==> config.mk <==
export PLATFORM = sky130hd
export DESIGN_NAME = fetch_seq
export DESIGN_NICKNAME = d
export VERILOG_FILES = /design/src/rtl/fetch_seq_pkg.sv /design/src/rtl/fetch_seq_pc_counter.sv /design/src/rtl/fetch_seq.sv
export SDC_FILE = /design/constraint.sdc
export NUM_CORES = 1
export LEC_CHECK = 0
export CAP_MARGIN = 20
export CORE_AREA = 5 5 42 44
export CTS_CLUSTER_DIAMETER = 40
export DETAILED_ROUTE_END_ITERATION = 6
export DIE_AREA = 0 0 47 49
export GPL_TIMING_DRIVEN = 0
export PLACE_DENSITY = 0.71
export REMOVE_ABC_BUFFERS = 1
export SETUP_SLACK_MARGIN = 0.3
export SLEW_MARGIN = 20
export SYNTH_ARGS = -nofsm -noshare
export SYNTH_HDL_FRONTEND = slang
export SYNTH_SLANG_ARGS = --single-unit
==> constraint.sdc <==
create_clock -name reg_clk -period 2.8 [get_ports reg_clk]
set_clock_uncertainty 0.15 [all_clocks]
set_input_delay 0.56 -clock reg_clk [delete_from_list [all_inputs] [get_ports reg_clk]]
set_output_delay 0.56 -clock reg_clk [all_outputs]
set_load 0.05 [all_outputs]
==> src/rtl/fetch_seq_pkg.sv <==
// Shared definitions for the fetch/decode sequencer: opcodes, ALU codes, FSM states.
// The PAUSE state is only reachable when FETCH_SEQ_SINGLE_STEP_EN is defined.
package fetch_seq_pkg;

  localparam logic [3:0] OP_NOP = 4'h0;
  localparam logic [3:0] OP_LDI = 4'h1;
  localparam logic [3:0] OP_ADD = 4'h2;
  localparam logic [3:0] OP_SUB = 4'h3;
  localparam logic [3:0] OP_JMP = 4'h4;
  localparam logic [3:0] OP_JZ  = 4'h5;
  localparam logic [3:0] OP_HLT = 4'hF;

  localparam logic [1:0] ALU_PASS = 2'b00;
  localparam logic [1:0] ALU_ADD  = 2'b01;
  localparam logic [1:0] ALU_SUB  = 2'b10;

  typedef enum logic [2:0] {
    ST_FETCH   = 3'd0,
    ST_DECODE  = 3'd1,
    ST_OPERAND = 3'd2,
    ST_HALT    = 3'd3,
    ST_PAUSE   = 3'd4
  } state_t;

  // Instructions carrying a second word (immediate or jump target).
  function automatic logic two_word(input logic [3:0] op);
    return (op >= OP_LDI) && (op <= OP_JZ);
  endfunction

endpackage

==> src/rtl/fetch_seq_pc_counter.sv <==
// Program counter register: synchronous reset to RESET_VECTOR, load has priority over increment.
// Wraps silently modulo 2^ADDR_W.
module pc_counter #(
  parameter int ADDR_W       = 4,
  parameter int RESET_VECTOR = 0
) (
  input  logic              i_clk,
  input  logic              i_rst,
  input  logic              i_inc,
  input  logic              i_load,
  input  logic [ADDR_W-1:0] i_loadVal,
  output logic [ADDR_W-1:0] o_pc
);

  logic [ADDR_W-1:0] r_pc;

  always_ff @(posedge i_clk) begin
    if (i_rst) begin
      r_pc <= ADDR_W'(RESET_VECTOR);
    end else if (i_load) begin
      r_pc <= i_loadVal;
    end else if (i_inc) begin
      r_pc <= r_pc + ADDR_W'(1);
    end
  end

  assign o_pc = r_pc;

endmodule

==> src/rtl/fetch_seq.sv <==
// Fetch/decode sequencer for the 4-bit core: owns the PC, pulses IR load, sequences two-word instructions.
// Optional FETCH_SEQ_SINGLE_STEP_EN adds a `step` input and a PAUSE state after each instruction.
module fetch_seq
  import fetch_seq_pkg::*;
#(
  parameter int DATA_W       = 4,
  parameter int ADDR_W       = 4,
  parameter int RESET_VECTOR = 0
) (
  input  logic              reg_clk,
  input  logic              reg_rst,
`ifdef FETCH_SEQ_SINGLE_STEP_EN
  input  logic              step,
`endif
  input  logic              run,
  input  logic [DATA_W-1:0] mem_data,
  input  logic [DATA_W-1:0] ir_q,
  input  logic              zero_flag,
  output logic [ADDR_W-1:0] pc_addr,
  output logic              ir_en,
  output logic              acc_en,
  output logic [1:0]        alu_op,
  output logic [DATA_W-1:0] operand,
  output logic              halted
);

  state_t      r_state;
  logic        w_opLegal;
  logic [3:0]  w_op;
  logic        w_isAlu;
  logic        w_isJmp;
  logic        w_isJz;
  logic        w_isHlt;
  logic        w_twoWord;
  logic        w_inOperand;
  logic        w_pcLoad;
  logic        w_pcInc;
  state_t      w_afterExec;

  // Opcode is the whole word; any set bit above the low nibble makes it an undefined (NOP) opcode.
  assign w_opLegal   = ((ir_q >> 4) == '0);
  assign w_op        = w_opLegal ? ir_q[3:0] : OP_NOP;
  assign w_isAlu     = (w_op == OP_LDI) || (w_op == OP_ADD) || (w_op == OP_SUB);
  assign w_isJmp     = (w_op == OP_JMP);
  assign w_isJz      = (w_op == OP_JZ);
  assign w_isHlt     = (w_op == OP_HLT);
  assign w_twoWord   = two_word(w_op);

  assign w_inOperand = (r_state == ST_OPERAND) && !reg_rst;
  assign w_pcLoad    = w_inOperand && (w_isJmp || (w_isJz && zero_flag));
  assign w_pcInc     = !reg_rst && (((r_state == ST_FETCH) && run) || (r_state == ST_OPERAND));

`ifdef FETCH_SEQ_SINGLE_STEP_EN
  assign w_afterExec = ST_PAUSE;
`else
  assign w_afterExec = ST_FETCH;
`endif

  pc_counter #(
    .ADDR_W       (ADDR_W),
    .RESET_VECTOR (RESET_VECTOR)
  ) u_pc (
    .i_clk     (reg_clk),
    .i_rst     (reg_rst),
    .i_inc     (w_pcInc),
    .i_load    (w_pcLoad),
    .i_loadVal (mem_data[ADDR_W-1:0]),
    .o_pc      (pc_addr)
  );

  always_ff @(posedge reg_clk) begin
    if (reg_rst) begin
      r_state <= ST_FETCH;
    end else begin
      case (r_state)
        ST_FETCH:   if (run) r_state <= ST_DECODE;
        ST_DECODE: begin
          if (w_isHlt)        r_state <= ST_HALT;
          else if (w_twoWord) r_state <= ST_OPERAND;
          else                r_state <= w_afterExec;
        end
        ST_OPERAND: r_state <= w_afterExec;
        ST_HALT:    r_state <= ST_HALT;
`ifdef FETCH_SEQ_SINGLE_STEP_EN
        ST_PAUSE:   if (step) r_state <= ST_FETCH;
`endif
        default:    r_state <= ST_FETCH;
      endcase
    end
  end

  // Outputs decode the state register; reset suppresses every strobe in the cycle it is asserted.
  assign ir_en   = !reg_rst && (r_state == ST_FETCH) && run;
  assign acc_en  = w_inOperand && w_isAlu;
  assign operand = acc_en ? mem_data : '0;
  assign halted  = !reg_rst && (r_state == ST_HALT);

  always_comb begin
    alu_op = ALU_PASS;
    if (acc_en) begin
      case (w_op)
        OP_ADD:  alu_op = ALU_ADD;
        OP_SUB:  alu_op = ALU_SUB;
        default: alu_op = ALU_PASS;
      endcase
    end
  end

endmodule

==> summary.txt <==
Yosys
  – Top cells by area, synth: dfxtp_1 28%, nor2_1 6.0%, and2_1 5.7%
  – Register area share after synthesis: 0.275
  – Top cell type's share of synthesized area: 0.275
  – Yosys warnings: 0
  – Distinct cells, synth: 30
  – Mean Syn Cell Area: 7.94 um^2
  – Yosys reg bits: 6
  – Mapped Cells: 55
  – Post-synth top area cell: dfxtp_1
  – Post-synthesis cell area: 437 um^2

CTS
  – H-tree Lvls: 1
  – Worst skew pair latency: 0.24 ns
  – CTS clk-pin slew, worst paths: 0.04 ns
  – CTS tree: done
  – Clock Tree Buf Depth: 2
  – CTS buffer count: 3
  – Root Driver: clkbuf_4
  – Sink Count: 6

Finish
  – Cell Count, Final, Fillers Out: 98
  – Most frequent cells in the layout: 12 x clkdlybuf4s50_1, 7 x nor2_1, 6 x dfxtp_1
  – Share of layout cells above drive strength 1: 0.220
  – Number of nets in the layout: 97
  – Area grow syn2layout: 63.3%
  – ANT cells: 0
  – Final instance area: 713 um^2
  – Most common cell after layout, fill and taps aside: clkdlybuf4s50_1

Placed design
  – GPL Wtd Cong: 0.701
  – # port buffers: 24
  – Final HPWL DP: 971 um
  – Cell count after placement: 94
  – Placed Area: 692 um^2
  – Post-Place Setup Slack: -0.759 ns

Floorplanning
  – Initial Util: 0.312
  – Ports: 25
  – Die Wd: 47 um
  – Chip height: 49 um
  – Row Count: 14
  – Die ar.: 0.00230 mm^2
  – Core area: 0.00140 mm^2

Route
  – Routed len/inst: 12.4 um
  – Drt initial violations: 12
  – Via density: 5.03
  – Routed via count: 493
  – Drt first pass iters: 5
  – DR DRC count: 0
  – Post-route ant nets: 0
  – Routed Wire Length: 1.21 mm

Setup path
  – Worst EP required: 2.09 ns
  – Startpoint types: primary input
  – Crit. End Element: primary output
  – Critical path class: primary input to primary output
  – WP data arrival: 1.76 ns
  – Worst Path Max Fanout: 3

Timing
  – Final worst slack: 0.327 ns
  – Fmax achieved: 404 MHz
  – Final Hold Fails: 0
  – Final setup fails: 0
  – Max-slew violation count: 0
  – RSZ-0062 raised after global routing: yes
  – Least-Margin Pin Slew: 0.492 ns
  – Fin crit share: 0.883
  – Slew HR: 0.671
  – Worst hold-check slack: 0.340 ns
  – Post-layout min period: 2.47 ns

Power
  – Sequential Power Share: 0.401
  – Pwr Density: 333 mW/mm^2
  – Clock share of power: 0.338
  – Cell internal pwr: 0.167 mW
  – Sw Share: 0.297
  – Static Leak: 0.291 nW
  – Switching power: 0.0705 mW
  – Combinational share of power: 0.262
  – Max IR drop VDD: 0.199 mV
  – Total power draw: 0.237 mW

Global route
  – Overall routing resource usage: 0.117
  – Vias in the first global route: 469
  – Congestion Overflow GR: 0
  – First-pass GRT wire length: 1.97 mm
  – Initial antenna violation count: 0
  – Largest net degree at the start of global routing: 9

Status
  – Status: completed

Flow run
  – Max Cap Violations: 0

Min path
  – Worst Hold Class: register to register
cell type report:
| class | count | area [um^2] |
|---|---|---|
| clock buffers | 3 | 22.5 |
| multi-input cells | 46 | 310 |
| well taps | 16 | 20.0 |
| fillers | 156 | 688 |
| inverters | 2 | 7.51 |
| repair buffers | 25 | 233 |
| flip-flops and latches | 6 | 120 |
power groups by stage:
stage	Combinational (mW)	Clock [mW]	Sequential, mW
after floorplan	0.0224	0	0.105
after global placement	0.0632	0	0.0967
after detailed placement	0.0640	0	0.0967
after CTS	0.0622	0.0837	0.0950
after global routing	0.0672	0.0902	0.0960
final	0.0621	0.0802	0.0951
worst paths after layout:
| path | from | end | slack, ns | cells past startpoint |
|---|---|---|---|---|
| hold / removal | u_pc.o_pc[3] | u_pc.o_pc[3] | 0.34 | 2 |
| setup reg to reg | r_state[1] | u_pc.o_pc[3] | 1.20 | 5 |
| setup / recovery | run | ir_en | 0.33 | 3 |
| hold reg to reg | u_pc.o_pc[3] | u_pc.o_pc[3] | 0.34 | 2 |
kinds of logic (layout without fill, tap and decap cells):
logic type / Yosys count / in the layout / synth area share
simple gates: 30 / 30 / 0.415
compound gates: 13 / 13 / 0.209
flops: 6 / 6 / 0.275
buf+inv: 3 / 30 / 0.0286
fa+ha+maj: 1 / 1 / 0.0286
xor+xnor: 1 / 1 / 0.0201
mux: 1 / 1 / 0.0229
layer usage:
layer | global-route usage | wire length [um]
met1 | 0.142 | 539
met2 | 0.179 | 552
met3 | 0.0738 | 120
met4 | 0.0138 | 0
met5 | 0 | 0
critical path: stages:
cell and delay (ns):
clkdlybuf4s50_1 0.51, and3_1 0.19, clkdlybuf4s15_1 0.50
state kept, by name, summed over array words and instances, names as in the netlist:
| name | cells |
|---|---|
| r_state | 2 |
| u_pc.o_pc | 4 |
repair_timing:
item                                    in CTS  in global routing
gates cloned                                 0                  0
hold buffers                                 0                  0
gates resized for setup                     58                  3
endpoints found under the setup margin       9                  2
pin swaps                                    2                  0
setup buffers                                1                  0
metrics by stage:
step,setup TNS [ns],utilization
final,0,0.509
after global placement,-4.78,0.494
after CTS,0,0.513
after detailed placement,-5.04,0.494
after global routing,0,0.509
after floorplan,0,-
synthesized netlist by cell type:
master    count
and3_4        1
nor2_1        7
mux2i_1       1
or3_1         1
a22oi_1       1
a21oi_1       1
o32ai_1       1
nand2b_1      2
dfxtp_1       6
nand3b_1      1
a211oi_1      1
o21ai_0       1
xnor2_1       1
o21a_1        2
nand3_1       3
a31oi_1       2
a41oi_1       1
buf_2         1
ha_1          1
nor2b_1       1
nand2_1       5
a311oi_1      1
and2b_1       1
o21bai_1      1
inv_1         2
and2_1        4
and3_1        2
o21ai_1       1
nand4b_1      1
nor4b_4       1
Power figures use the tool's default switching activity.
